[config.mk]
export PLATFORM = sky130hd
export DESIGN_NAME = block_ctrl_unit
export DESIGN_NICKNAME = d
export VERILOG_FILES = /design/src/rtl/block_ctrl_unit.sv
export SDC_FILE = /design/constraint.sdc
export NUM_CORES = 1
export LEC_CHECK = 0
export BUFFER_PORTS_ARGS = -buffer_cell sky130_fd_sc_hd__buf_2
export CAP_MARGIN = 10
export CORE_ASPECT_RATIO = 0.75
export CORE_MARGIN = 2
export CORE_UTILIZATION = 55
export DETAILED_ROUTE_END_ITERATION = 8
export HOLD_SLACK_MARGIN = 0.15
export PLACE_DENSITY = 0.8
export SYNTH_ARGS = -nofsm -noshare
export SYNTH_HDL_FRONTEND = slang
export SYNTH_SLANG_ARGS = --single-unit
[constraint.sdc]
create_clock -name clk -period 2.8 [get_ports clk]
set_input_delay 0.42 -clock clk [delete_from_list [all_inputs] [get_ports clk]]
set_output_delay 0.42 -clock clk [all_outputs]
set_load 0.02 [all_outputs]
[src/rtl/block_ctrl_unit.sv]
// ----------------------------------------------------------------------------
// block_ctrl_unit
// Decode/control unit for the ID stage of the pipelined ARM-subset core.
// It decodes data-processing, single load/store and branch instructions into
// ALU, memory and write-back controls, with one cycle of latency. It also
// splits LDM/STM block transfers into one micro-op per listed register, and
// holds upstream (busy) until the final micro-op has been issued.
//
// Ports
//   clk, rst        clock; synchronous active-high reset
//   valid_in        an instruction is present at decode
//   mode[1:0]       00 data-proc, 01 load/store, 10 branch, 11 reserved
//   opcode[3:0]     data-processing opcode
//   sIn             S bit (mode 00) / L bit (mode 01)
//   blk             the mode-01 instruction is a block transfer
//   reg_list        block-transfer register list, bit i = Ri
//   freeze          hold all state and outputs
//   flush           kill the output and abort any block sequence
//   aluCmd          ALU command
//   memRead, memWrite, wbEn, branch, sOut   control strobes
//   uop_valid       the outputs carry a live operation
//   uop_reg         register of the current block micro-op
//   uop_index       ordinal of the current block micro-op (EX adds 4*k)
//   last            final micro-op of a block transfer
//   busy            upstream must hold its current instruction
// ----------------------------------------------------------------------------
module block_ctrl_unit #(
    parameter int unsigned NUM_REGS  = 16,
    parameter int unsigned IDX_W     = $clog2(NUM_REGS),
    parameter int unsigned ALU_CMD_W = 4
) (
    input  logic                 clk,
    input  logic                 rst,
    input  logic                 valid_in,
    input  logic [1:0]           mode,
    input  logic [3:0]           opcode,
    input  logic                 sIn,
    input  logic                 blk,
    input  logic [NUM_REGS-1:0]  reg_list,
    input  logic                 freeze,
    input  logic                 flush,
    output logic [ALU_CMD_W-1:0] aluCmd,
    output logic                 memRead,
    output logic                 memWrite,
    output logic                 wbEn,
    output logic                 branch,
    output logic                 sOut,
    output logic                 uop_valid,
    output logic [IDX_W-1:0]     uop_reg,
    output logic [IDX_W-1:0]     uop_index,
    output logic                 last,
    output logic                 busy
);

    // Instruction classes
    localparam logic [1:0] MODE_DP  = 2'b00;
    localparam logic [1:0] MODE_LS  = 2'b01;
    localparam logic [1:0] MODE_BR  = 2'b10;

    // Data-processing opcodes
    localparam logic [3:0] OP_MOV = 4'b1101;
    localparam logic [3:0] OP_MVN = 4'b1111;
    localparam logic [3:0] OP_ADD = 4'b0100;
    localparam logic [3:0] OP_ADC = 4'b0101;
    localparam logic [3:0] OP_SUB = 4'b0010;
    localparam logic [3:0] OP_SBC = 4'b0110;
    localparam logic [3:0] OP_AND = 4'b0000;
    localparam logic [3:0] OP_ORR = 4'b1100;
    localparam logic [3:0] OP_EOR = 4'b0001;
    localparam logic [3:0] OP_CMP = 4'b1010;
    localparam logic [3:0] OP_TST = 4'b1000;

    // ALU commands
    localparam logic [ALU_CMD_W-1:0] ALU_MOV = ALU_CMD_W'(4'b0001);
    localparam logic [ALU_CMD_W-1:0] ALU_MVN = ALU_CMD_W'(4'b1001);
    localparam logic [ALU_CMD_W-1:0] ALU_ADD = ALU_CMD_W'(4'b0010);
    localparam logic [ALU_CMD_W-1:0] ALU_ADC = ALU_CMD_W'(4'b0011);
    localparam logic [ALU_CMD_W-1:0] ALU_SUB = ALU_CMD_W'(4'b0100);
    localparam logic [ALU_CMD_W-1:0] ALU_SBC = ALU_CMD_W'(4'b0101);
    localparam logic [ALU_CMD_W-1:0] ALU_AND = ALU_CMD_W'(4'b0110);
    localparam logic [ALU_CMD_W-1:0] ALU_ORR = ALU_CMD_W'(4'b0111);
    localparam logic [ALU_CMD_W-1:0] ALU_EOR = ALU_CMD_W'(4'b1000);

    typedef enum logic [0:0] {
        ST_IDLE  = 1'b0,
        ST_BLOCK = 1'b1
    } state_t;

    // Opcode to ALU command; compares reuse SUB, tests reuse AND
    function automatic logic [ALU_CMD_W-1:0] f_alu(input logic [3:0] op);
        logic [ALU_CMD_W-1:0] cmd;
        case (op)
            OP_MOV:  cmd = ALU_MOV;
            OP_MVN:  cmd = ALU_MVN;
            OP_ADD:  cmd = ALU_ADD;
            OP_ADC:  cmd = ALU_ADC;
            OP_SUB:  cmd = ALU_SUB;
            OP_SBC:  cmd = ALU_SBC;
            OP_AND:  cmd = ALU_AND;
            OP_ORR:  cmd = ALU_ORR;
            OP_EOR:  cmd = ALU_EOR;
            OP_CMP:  cmd = ALU_SUB;
            OP_TST:  cmd = ALU_AND;
            default: cmd = ALU_MOV;
        endcase
        return cmd;
    endfunction

    // Index of the lowest set bit (0 when the vector is empty)
    function automatic logic [IDX_W-1:0] f_lowest(input logic [NUM_REGS-1:0] v);
        logic [IDX_W-1:0] idx;
        idx = '0;
        for (int i = int'(NUM_REGS) - 1; i >= 0; i--) begin
            if (v[i]) idx = IDX_W'(i);
        end
        return idx;
    endfunction

    // State and latched block context
    state_t                r_state;
    logic [NUM_REGS-1:0]   r_list;
    logic                  r_ld;

    // Output registers
    logic [ALU_CMD_W-1:0]  r_alu;
    logic                  r_mem_rd;
    logic                  r_mem_wr;
    logic                  r_wb;
    logic                  r_br;
    logic                  r_s;
    logic                  r_uv;
    logic [IDX_W-1:0]      r_reg;
    logic [IDX_W-1:0]      r_idx;
    logic                  r_last;
    logic                  r_busy;

    // Next-state values
    state_t                w_state_nxt;
    logic [NUM_REGS-1:0]   w_list_nxt;
    logic                  w_ld_nxt;
    logic [ALU_CMD_W-1:0]  w_alu_nxt;
    logic                  w_mem_rd_nxt;
    logic                  w_mem_wr_nxt;
    logic                  w_wb_nxt;
    logic                  w_br_nxt;
    logic                  w_s_nxt;
    logic                  w_uv_nxt;
    logic [IDX_W-1:0]      w_reg_nxt;
    logic [IDX_W-1:0]      w_idx_nxt;
    logic                  w_last_nxt;
    logic                  w_busy_nxt;

    // Register list being walked: fresh from decode in IDLE, latched in BLOCK
    logic [NUM_REGS-1:0]   w_blk_src;
    logic [NUM_REGS-1:0]   w_blk_rem;
    logic [IDX_W-1:0]      w_blk_reg;

    assign w_blk_src = (r_state == ST_IDLE) ? reg_list : r_list;
    // Clearing the lowest set bit leaves the registers still to be issued
    assign w_blk_rem = w_blk_src & (w_blk_src - NUM_REGS'(1));
    assign w_blk_reg = f_lowest(w_blk_src);

    // State register and registered outputs
    always_ff @(posedge clk) begin
        if (rst) begin
            r_state  <= ST_IDLE;
            r_list   <= '0;
            r_ld     <= 1'b0;
            r_alu    <= '0;
            r_mem_rd <= 1'b0;
            r_mem_wr <= 1'b0;
            r_wb     <= 1'b0;
            r_br     <= 1'b0;
            r_s      <= 1'b0;
            r_uv     <= 1'b0;
            r_reg    <= '0;
            r_idx    <= '0;
            r_last   <= 1'b0;
            r_busy   <= 1'b0;
        end else begin
            r_state  <= w_state_nxt;
            r_list   <= w_list_nxt;
            r_ld     <= w_ld_nxt;
            r_alu    <= w_alu_nxt;
            r_mem_rd <= w_mem_rd_nxt;
            r_mem_wr <= w_mem_wr_nxt;
            r_wb     <= w_wb_nxt;
            r_br     <= w_br_nxt;
            r_s      <= w_s_nxt;
            r_uv     <= w_uv_nxt;
            r_reg    <= w_reg_nxt;
            r_idx    <= w_idx_nxt;
            r_last   <= w_last_nxt;
            r_busy   <= w_busy_nxt;
        end
    end

    // Next-state and next-output decode; flush beats freeze
    always_comb begin
        w_state_nxt  = r_state;
        w_list_nxt   = r_list;
        w_ld_nxt     = r_ld;
        w_alu_nxt    = '0;
        w_mem_rd_nxt = 1'b0;
        w_mem_wr_nxt = 1'b0;
        w_wb_nxt     = 1'b0;
        w_br_nxt     = 1'b0;
        w_s_nxt      = 1'b0;
        w_uv_nxt     = 1'b0;
        w_reg_nxt    = '0;
        w_idx_nxt    = '0;
        w_last_nxt   = 1'b0;
        w_busy_nxt   = 1'b0;

        if (flush) begin
            w_state_nxt = ST_IDLE;
            w_list_nxt  = '0;
            w_ld_nxt    = 1'b0;
        end else if (freeze) begin
            w_alu_nxt    = r_alu;
            w_mem_rd_nxt = r_mem_rd;
            w_mem_wr_nxt = r_mem_wr;
            w_wb_nxt     = r_wb;
            w_br_nxt     = r_br;
            w_s_nxt      = r_s;
            w_uv_nxt     = r_uv;
            w_reg_nxt    = r_reg;
            w_idx_nxt    = r_idx;
            w_last_nxt   = r_last;
            w_busy_nxt   = r_busy;
        end else begin
            case (r_state)
                ST_IDLE: begin
                    if (valid_in) begin
                        case (mode)
                            MODE_DP: begin
                                w_uv_nxt  = 1'b1;
                                w_alu_nxt = f_alu(opcode);
                                w_s_nxt   = sIn;
                                w_wb_nxt  = (opcode != OP_CMP) && (opcode != OP_TST);
                            end
                            MODE_LS: begin
                                if (!blk) begin
                                    w_uv_nxt     = 1'b1;
                                    w_alu_nxt    = ALU_ADD;
                                    w_wb_nxt     = sIn;
                                    w_mem_rd_nxt = sIn;
                                    w_mem_wr_nxt = ~sIn;
                                end else if (reg_list != '0) begin
                                    // First micro-op of a block transfer
                                    w_uv_nxt     = 1'b1;
                                    w_alu_nxt    = ALU_ADD;
                                    w_wb_nxt     = sIn;
                                    w_mem_rd_nxt = sIn;
                                    w_mem_wr_nxt = ~sIn;
                                    w_reg_nxt    = w_blk_reg;
                                    w_idx_nxt    = '0;
                                    w_ld_nxt     = sIn;
                                    w_list_nxt   = w_blk_rem;
                                    if (w_blk_rem != '0) begin
                                        w_state_nxt = ST_BLOCK;
                                        w_busy_nxt  = 1'b1;
                                    end else begin
                                        w_last_nxt  = 1'b1;
                                    end
                                end
                                // Empty list: nothing issued
                            end
                            MODE_BR: begin
                                w_uv_nxt = 1'b1;
                                w_br_nxt = 1'b1;
                            end
                            default: begin
                                w_uv_nxt = 1'b1;
                            end
                        endcase
                    end
                end
                ST_BLOCK: begin
                    // Follow-on micro-op; valid_in is ignored while busy
                    w_uv_nxt     = 1'b1;
                    w_alu_nxt    = ALU_ADD;
                    w_wb_nxt     = r_ld;
                    w_mem_rd_nxt = r_ld;
                    w_mem_wr_nxt = ~r_ld;
                    w_reg_nxt    = w_blk_reg;
                    w_idx_nxt    = r_idx + IDX_W'(1);
                    w_list_nxt   = w_blk_rem;
                    if (w_blk_rem == '0) begin
                        w_last_nxt  = 1'b1;
                        w_state_nxt = ST_IDLE;
                    end else begin
                        w_busy_nxt  = 1'b1;
                    end
                end
                default: begin
                    w_state_nxt = ST_IDLE;
                    w_list_nxt  = '0;
                end
            endcase
        end
    end

    assign aluCmd    = r_alu;
    assign memRead   = r_mem_rd;
    assign memWrite  = r_mem_wr;
    assign wbEn      = r_wb;
    assign branch    = r_br;
    assign sOut      = r_s;
    assign uop_valid = r_uv;
    assign uop_reg   = r_reg;
    assign uop_index = r_idx;
    assign last      = r_last;
    assign busy      = r_busy;

endmodule

---- After elaboration in Yosys (flattened, before gate mapping) ----
Memory sizes are Yosys's and may differ from the RTL's.
Cells that the tools add are included.
word-level totals
  input bits .............................. 29
  memories ................................ 1
  logic and storage cells ................. 108
  flip-flop bits (word level) ............. 37
  memory bits (read-only) ................. 64
  output and inout bits ................... 20
memory list
  memory            depth  bits a word  rd ports  clocked after Yosys merged registers in  wr ports  RTL line  RTL
  (name not given)  16     4            1         0                                        0         92        case (op)
operators by class
  mux-type cells .......................... 71
  bitwise logic cells ..................... 5
  eq/ne operators ......................... 8
  reduce and logical (&&, ||, !) cells .... 8
  $add $sub $neg .......................... 2
operators by type and width
  cell                                                  number
  2-to-1 mux 4 bit                                      21
  2-to-1 mux 16 bit                                     5
  case mux 16 bit (2 select lines)                      1
  case mux 4 bit (2 select lines)                       4
  nonzero test 16 bit                                   2
  2-to-1 mux 1 bit                                      31
  AND 16 bit                                            1
  zero test 16 bit                                      1
  subtractor 16 x 1 -> 16 bit (second input constant)   1
  case mux 1 bit (2 select lines)                       7
  != test 4 bit (second input constant)                 2
  AND reduction 6 bit                                   1
  AND reduction 5 bit                                   1
  adder 4 x 1 -> 4 bit (second input constant)          1
  2-to-1 mux 2 bit                                      2
  != test 2 x 1 -> 1 bit (second input constant)        2
  != test 2 bit (second input constant)                 2
  NOT 1 bit                                             4
  equality test 2 x 1 -> 1 bit (second input constant)  1
  equality test 2 bit (second input constant)           1
  zero test 2 bit                                       1
  OR reduction 2 bit                                    1
  logical AND 1 bit                                     1

---- Longest topological paths before layout ----
Gate-level depths: netlist of run 1.
  depth after elaboration ................. 22
  depth in mapped cells ................... 8
  gate-level depth less buffers ........... 6

---- Worst setup path before layout of run 1 ----
OpenSTA, ideal clock, no wires.
  kind .................................... reg2reg
  start ................................... register busy (netlist name)
  end ..................................... register r_busy, in the netlist busy
  setup slack ............................. 0.645 ns
  period minus slack after synthesis ...... 2.155 ns
  cell stages (with the launch flop) ...... 8
  library setup time ...................... 0.132 ns
  buffers on the path ..................... 1
  data required time ...................... 2.668 ns
  arrival ................................. 2.022 ns
  cells stage by stage .................... dfxtp_1 > buf_4 > nor3b_1 > o21bai_1 > o41ai_2 > o32ai_1 > o41ai_1 > a21oi_1
RTL lines
  item                  RTL line  RTL
  to (signal assigned)  194       r_busy <= w_busy_nxt;
  to (decl)             135       logic r_busy;

==> results of run 1 <==
==> timing repair <==
item | CTS | global route
hold buffers | 0 | 0
resized for setup | 0 | 1
endpoints found under the setup margin | 0 | 2
==> metal layers <==
layer  global-route usage, %  vias to the layer above
met5                       0                        -
met3                    5.28                       12
met2                    40.8                      132
li1                        -                     1278
met1                    40.8                     1192
met4                    7.75                        0
==> cells by family after synthesis <==
logic type                 count (synthesis)
adders and majority gates                  1
DFF                                       36
buffers and inverters                     25
xor gates and xnor gates                   1
and+or+nand+nor                          127
AOI/OAI and AO/OA                        117
muxes                                      9
==> stage by stage <==
stage               hold WS [ps]  cell area, µm²  power, µW
CTS                          414            2820       1090
detailed placement           455            2720        694
global placement             447            2720        693
global route                 439            2820       1140
floorplan                    445            2430        629
finish                       422            2820       1100
==> worst max path at each step <==
stage / depth (start not counted) / endpoint / from / slack, ps
after floorplan: 7 / busy / busy / 650
after global placement: 7 / busy / busy / 340
after detailed placement: 7 / busy / busy / 270
after CTS: 6 / busy / busy / 240
after global routing: 6 / busy / busy / 90
final: 6 / busy / busy / 340
==> area by class of cell <==
cell class | instances | area share, %
Inverter | 7 | 0.931
Multi-Input combinational cell | 255 | 56.6
Tap cell | 55 | 2.44
Sequential cell | 36 | 25.7
Clock buffer | 7 | 3.41
Timing Repair Buffer | 57 | 10.9
==> cells in the final DEF (no fill, tap or decap), types with 6 or more instances in the layout <==
master    instances
nor2_1           29
a211oi_1          8
a22oi_1           7
nor3_1           12
o21bai_1          6
o211ai_1          7
mux2i_1           6
nand2_1          24
buf_4             9
o21ai_0          20
nand2b_1          7
or3_1             7
dfxtp_1          35
clkbuf_8          7
inv_1             7
or2_2             6
nand3_1          11
a21oi_1          35
buf_2            48
==> power breakdown <==
group	internal [µW]	switching, µW
clock	219	191
sequential	515	4.09
combinational	62.6	104
==> tightest hold or removal path: stages <==
cell     delay, ps
buf_2          130
nand2_1         60
a21oi_1         50
==> metrics, run 1 <==
status completed; internal reg-to-reg setup slack approximately 340 ps; CP Launch Type flip-flop; clock skew 8.11 ps; initial DRC count 239; Via density roughly 6.3; Vias around 2600; maximum VDD drop around 0.21 mV; flip-flop and latch area approximately 720 µm²; port bufs 48; Critical Path Sink Type flip-flop; DRC 0; Synth Register Bits 36; delay-heaviest family, CP compound AO/OA/AOI/OAI gates; Commonest cells post-synth dfxtp_1 (36), a21oi_1 (35), nor2_1 (29); Die W roughly 80 µm; hpwl dp around 4.9 mm; uppermost layer routed met4; crit-path cells nor3b_1 -> o22ai_1 -> nor4_1 -> o32ai_1 -> o41ai_1 -> a21oi_1; post-synthesis compound-gate area fraction ~33%; post-CTS setup buffers 0; pwr dens approximately 390 nW/µm²; Layout Nets 392; Final ANT Viol Nets 0; Tcrit/Tclk final 87.8%; # fillers ~370; dpl ws roughly 270 ps; CTS H-tree depth 2; Worst Min Path Start sIn; Netlist cell types 52; cell with the most instances after synthesis dfxtp_1; Hold Path Stages 3; Fin. Hold Viols 0; CTS tree yes; post-synth top area cell dfxtp_1; initial antenna violation count 0; die span in y between 60 and 70 µm; max reg flops 15; fraction of layout cells with a size suffix above 1 between 20 and 25%; CTS sink count 36; worst slew pin tran 935 ps; Starting Density approximately three fifths; area of the multi-input gates ~1600 µm²; CP Data Arrival Time 2610 ps; Final Non-Filler Cells ~420; number of enable flip-flop cells after synthesis 0; CP peak stage delay roughly 550 ps; CORE AREA roughly 4200 µm²; Final Worst Setup Slack 340 ps; clk slew on worst S/H paths around 70 ps; adder-cell share of the synthesized area less than 1%; Post-Route WL between 6 and 7 mm; Post-synth ARST share 0%; Tightest Hold Check Type in2reg; largest net degree at the start of global routing 33; maxcap violations 0; Buf/Inv on CP 0; die area roughly 5000 µm²; Congestion Overflow GR 0; Core Rows 20; gpl congestion between 0.9 and 1; First-pass DRT Iterations 5; Max Freq 407 MHz; Post-Syn Area roughly 2400 µm²; Avg Cell Area, Syn 7.69 µm²; clock insertion delay at the later pin of the skew report 290 ps; CP required ~3000 ps; CP max-delay cell dfxtp_4; cell count of the worst reg-to-reg path 6; io pins 49; clock buffer depth 2; top cells by area, synth dfxtp_1 (30%), a21oi_1 (7.2%), nor2_1 (4.5%); synth warn 0; # diodes 0; Slew headroom 37.7%; main combinational cell family by area after synthesis compound AO/OA/AOI/OAI gates; Post-Synth XOR/XNOR Area less than 1%; Synth Area in Simple Gates between 20 and 30%; post-synthesis mux area share 3.86%; first-pass GRT wire length roughly 10 mm; TritonCTS buffer count 5; Inst Count DP 410; minimum clock period approximately 2500 ps; Final Util around 68%; All-Layer GR Usage between 20 and 30%; crit path kind reg2reg; Hold Path End r_ld; wire length on met2 ~2.7 mm; metal1 wirelength roughly 3.3 mm; Syn Nets ~350; Root Driver clkbuf_8; WL per Instance roughly 16 µm; reg-to-reg endpoint busy; vias in the first global route 2175; Mapped Cells 316; top cell type's share of synthesized area between 20% and 30%; met3 WL roughly 580 µm; Area growth syn-to-layout 16.2%; largest register by flop count r_list; worst r2r src busy; RSZ-0062 raised after global routing false; Seq/Total Area, Yosys approximately 30%; count of final setup violators 0; TNS Setup 0 ps; max-slew violation count 0; leakage around 0.0011 µW; Synth Flop Type dfxtp_1; worst-path fanout max 32
(Power assumes the default switching activity.)
==> run 2: changes to the inputs <==
--- a/config.mk
+++ b/config.mk
@@ -12,7 +12,7 @@
 export CORE_UTILIZATION = 55
 export DETAILED_ROUTE_END_ITERATION = 8
 export HOLD_SLACK_MARGIN = 0.15
-export PLACE_DENSITY = 0.8
+export PLACE_DENSITY = 0.89
 export SYNTH_ARGS = -nofsm -noshare
 export SYNTH_HDL_FRONTEND = slang
 export SYNTH_SLANG_ARGS = --single-unit
==> metrics, run 2 (synthesis results as in run 1) <==
status completed (unchanged); clk slew on worst S/H paths 80 ps (was 70 ps); Area growth syn-to-layout 16.3% (was 16.2%); # diodes 0 (unchanged); Die W 80.7 µm (unchanged); Hold Path End r_list[8] (was r_ld); clock network power share 40.1% (was 37.4%); TritonCTS buffer count 5 (unchanged); post-CTS setup buffers 0 (unchanged); Starting Density 58.5% (unchanged); minimum clock period 2530 ps (was 2460 ps); CTS sink count 36 (unchanged); Final Worst Setup Slack 267 ps (was 340 ps); Vias 2644 (was 2614); Hold Path Stages 3 (unchanged); WL per Instance 16.9 µm (was 16.0 µm); CTS tree yes (unchanged); Layout Nets 391 (was 392); Sw Share 26.8% (was 27.3%); die span in y 61.5 µm (unchanged); # fillers 361 (was 371); CORE AREA 4150 µm² (unchanged); placed inst area 2720 µm² (about the same); post-cts sizing count 0 (unchanged); pwr dens 407 nW/µm² (was 388 nW/µm²); Congestion Overflow GR 0 (unchanged); gpl congestion 1.00 (was 0.941); Hold-fix buffers, CTS 0 (unchanged); Fin. Hold Viols 0 (unchanged); worst slew pin tran 885 ps (was 935 ps); CP peak stage delay 450 ps (was 550 ps); cell count of the worst reg-to-reg path 7 (was 6); clock buffer depth 2 (unchanged); cell area after layout 2820 µm² (about the same); switching pwr 308 µW (was 299 µW); hold_ws 412 ps (was 422 ps); max reg flops 15 (unchanged); io pins 49 (unchanged); count of final setup violators 0 (unchanged); fraction of layout cells with a size suffix above 1 24.3% (was 24.6%); largest register by flop count r_list (unchanged); Max Freq 395 MHz (was 407 MHz); Final Util 68.0% (about the same); Post-Route WL 7.05 mm (was 6.69 mm); CP Launch Type flip-flop (unchanged); Core Rows 20 (unchanged); crit path kind reg2reg (unchanged); die area 4970 µm² (unchanged); Worst Min Path Start reg_list[8] (was sIn); max-slew violation count 0 (unchanged); Root Driver clkbuf_8 (unchanged); port bufs 48 (unchanged); Via density 6.34 (was 6.27); internal reg-to-reg setup slack 270 ps (was 340 ps); most common cell after layout, fill and taps aside buf_2 (unchanged); worst r2r src busy (unchanged); TNS Setup 0 ps (unchanged); worst-path fanout max 24 (was 32); initial DRC count 310 (was 239); dpl ws 332 ps (was 267 ps); vias in the first global route 2301 (was 2175); First-pass DRT Iterations 7 (was 5); crit-path cells buf_4 -> nor3_1 -> o22ai_2 -> nor4_1 -> o32ai_1 -> o41ai_1 -> a21oi_1 (was nor3b_1 -> o22ai_1 -> nor4_1 -> o32ai_1 -> o41ai_1 -> a21oi_1); Slew headroom 41.0% (was 37.7%); Comb pwr share 14.7% (was 15.2%); DRC 0 (unchanged); CP max-delay cell dfxtp_2 (was dfxtp_4); Critical Path Sink Type flip-flop (unchanged); sequential power share 45.2% (was 47.4%); reg-to-reg endpoint busy (unchanged); largest net degree at the start of global routing 33 (unchanged); leakage 0.00106 µW (about the same); initial antenna violation count 0 (unchanged); Final ANT Viol Nets 0 (unchanged); maximum VDD drop 0.280 mV (was 0.215 mV); CP required 2950 ps (about the same); most frequent cells in the layout buf_2 (48), a21oi_1 (35), dfxtp_1 (35) (unchanged); first-pass GRT wire length 11.2 mm (was 10.5 mm); CTS H-tree depth 2 (unchanged); RSZ-0062 raised after global routing false (unchanged); Tightest Hold Check Type in2reg (unchanged); clock skew 5.33 ps (was 8.11 ps); maxcap violations 0 (unchanged); hpwl dp 5.11 mm (was 4.87 mm); CP Data Arrival Time 2690 ps (was 2610 ps); clock insertion delay at the later pin of the skew report 290 ps (about the same); All-Layer GR Usage 29.6% (was 27.5%); Tcrit/Tclk final 90.5% (was 87.8%); Power Internal 842 µW (was 797 µW)
-- run 2: how the worst max path moves through the flow --
stage	from	to	slack, ps	cells past startpoint
global placement	busy	busy	440	7
finish	busy	busy	270	7
CTS	busy	busy	300	7
floorplan	busy	busy	650	7
detailed placement	busy	busy	330	7
global route	busy	busy	80	7
-- run 2: cell type report --
type	instances	area (µm²)	area share (%)
multi-input cells	255	1600	56.6
well taps	55	68.8	2.44
flip-flops and latches	36	722	25.6
repair buffers	56	300	10.6
inverters	7	26.3	0.930
clock buffers	6	72.6	2.57
clock inverters	2	35.0	1.24
-- run 2: power by group through the flow --
stage                     Sequential, µW  Clock [µW]  Combinational (µW)
after floorplan                      535           0                94.3
after global placement               532           0                 162
after detailed placement             532           0                 163
after CTS                            520         459                 165
after global routing                 520         483                 184
final                                520         462                 169
-- run 2: through the flow --
step / total power, µW / cells
global placement: 694 / 409
detailed placement: 695 / 409
CTS: 1140 / 417
global route: 1190 / 417
floorplan: 629 / 316
finish: 1150 / 417
-- run 2: critical path: cells and delay by family (launching register included) --
kind	cells	cell delay, ps
compound gates	4	960
buf+inv	1	230
flops	1	450
simple gates	2	750
-- run 2: routing by layer --
metal / global-route usage [%] / part of all wire [%] / vias up
met4: 9.44 / 0.88 / 0
met1: 41.6 / 45 / 1231
met5: 0 / 0 / -
li1: - / - / 1273
met3: 5.28 / 8.7 / 9
met2: 46.8 / 46 / 131
==> run 3: changes to the inputs <==
--- a/config.mk
+++ b/config.mk
@@ -13,6 +13,7 @@
 export DETAILED_ROUTE_END_ITERATION = 8
 export HOLD_SLACK_MARGIN = 0.15
 export PLACE_DENSITY = 0.89
+export RECOVER_POWER = 50
 export SYNTH_ARGS = -nofsm -noshare
 export SYNTH_HDL_FRONTEND = slang
 export SYNTH_SLANG_ARGS = --single-unit
==> metrics, run 3 (synthesis results as in run 1) <==
Fin. Hold Viols 0 (unchanged); Congestion Overflow GR 0 (unchanged); initial antenna violation count 0 (unchanged); Max Freq 386 MHz (was 395 MHz); max reg flops 15 (unchanged); CP max-delay cell dfxtp_2 (unchanged); minimum clock period 2590 ps (was 2530 ps); crit path kind reg2reg (unchanged); clock insertion delay at the later pin of the skew report 290 ps (about the same); Post-Route WL 7.03 mm (was 7.05 mm); Slew headroom 41.1% (was 41.0%); RSZ-0062 raised after global routing false (unchanged); io pins 49 (unchanged); most frequent cells in the layout a21oi_1 (35), dfxtp_1 (35), nor2_1 (29) (was buf_2 (48), a21oi_1 (35), dfxtp_1 (35)); Starting Density 58.5% (unchanged); CP peak stage delay 450 ps (about the same); Core Rows 20 (unchanged); Layout Nets 391 (unchanged); vias in the first global route 2301 (unchanged); hpwl dp 5.11 mm (unchanged); CP required 2950 ps (about the same); All-Layer GR Usage 29.6% (unchanged); post-CTS setup buffers 0 (unchanged); Worst setup endpoint busy (unchanged); internal reg-to-reg setup slack 210 ps (was 270 ps); crit-path cells buf_4 -> nor3_1 -> o22ai_2 -> nor4_1 -> o32ai_1 -> o41ai_1 -> a21oi_1 (unchanged); Tcrit/Tclk final 92.5% (was 90.5%); maximum VDD drop 0.281 mV (was 0.280 mV); gpl congestion 1.00 (unchanged); delay-heaviest family, CP compound AO/OA/AOI/OAI gates (unchanged); CP Data Arrival Time 2740 ps (was 2690 ps); cell area after layout 2800 µm² (was 2820 µm²); Buf/Inv on CP 1 (unchanged); port bufs 48 (unchanged); CTS tree yes (unchanged); Tightest Hold Check Type in2reg (unchanged); First-pass DRT Iterations 5 (was 7); die area 4970 µm² (unchanged); # diodes 0 (unchanged); first-pass GRT wire length 11.2 mm (unchanged); clock skew 4.82 ps (was 5.33 ps); leakage 0.000975 µW (was 0.00106 µW); Final ANT Viol Nets 0 (unchanged); largest net degree at the start of global routing 33 (unchanged); Critical Path Sink Type flip-flop (unchanged); reg-to-reg endpoint busy (unchanged); DRC 0 (unchanged); TritonCTS buffer count 5 (unchanged); Area growth syn-to-layout 15.1% (was 16.3%); TNS Setup 0 ps (unchanged); maxcap violations 0 (unchanged); post-cts sizing count 0 (unchanged); Vias 2649 (was 2644); Root Driver clkbuf_8 (unchanged); CTS sink count 36 (unchanged); initial DRC count 314 (was 310); Hold-fix buffers, CTS 0 (unchanged); worst r2r src busy (unchanged); clk slew on worst S/H paths 70 ps (was 80 ps); pwr dens 411 nW/µm² (was 407 nW/µm²); worst-path fanout max 24 (unchanged); CORE AREA 4150 µm² (unchanged); fraction of layout cells with a size suffix above 1 18.5% (was 24.3%); count of final setup violators 0 (unchanged); CP Launch Type flip-flop (unchanged); cell count of the worst reg-to-reg path 7 (unchanged); Critical Path Start busy (unchanged); status completed (unchanged); Crit path depth 7 (unchanged); die span in y 61.5 µm (unchanged); clock buffer depth 2 (unchanged); largest register by flop count r_list (unchanged); worst slew pin tran 883 ps (was 885 ps); max-slew violation count 0 (unchanged); placed inst area 2720 µm² (unchanged); WL per Instance 16.9 µm (about the same); Die W 80.7 µm (unchanged); Via density 6.35 (was 6.34); CTS H-tree depth 2 (unchanged)
run 3: where the power goes:
group	switching [µW]	internal [µW]	leakage, µW
registers	4.00	516	0.000291
clock network	196	264	0.0000552
logic	107	60.8	0.000629
total	306	841	0.000975
run 3: metal layers:
metal  track usage (%)  wire length [µm]  vias up
li1                  -                 -     1277
met1              41.6              3200     1236
met2              46.8              3210      122
met3              5.28               531       14
met4              9.44                91        0
met5                 0                 0        -
run 3: cell type report:
type	count	area (µm²)
clock inverter	2	35.0
timing repair buffer	56	272
clock buffer	6	72.6
sequential	36	722
fill	369	1360
inverter	7	26.3
multi-input combinational	255	1600
tap	55	68.8
run 3: worst min-delay path by stage:
stage | startpoint | depth (start not counted) | slack (ps) | end
floorplan | r_list[13] | 2 | 440 | r_list[13]
global route | sIn | 3 | 420 | r_ld
CTS | sIn | 3 | 410 | r_ld
detailed placement | uop_reg[1] | 2 | 450 | uop_reg[1]
finish | reg_list[8] | 3 | 410 | r_list[8]
global placement | uop_reg[1] | 2 | 450 | uop_reg[1]
run 3: metrics by stage:
stage	power, µW	hold WS, ps	util (%)	instances	setup WS [ps]
global placement	694	446	65.4	409	444
finish	1150	414	67.3	417	211
CTS	1140	414	68.0	417	303
floorplan	629	445	-	316	645
detailed placement	695	452	65.4	409	332
global route	1190	418	67.3	417	83.9
run 3: tightest hold or removal path, cell delays in order:
cell	delay (ps)
buf_2	120
nand3_1	60
a21oi_1	50
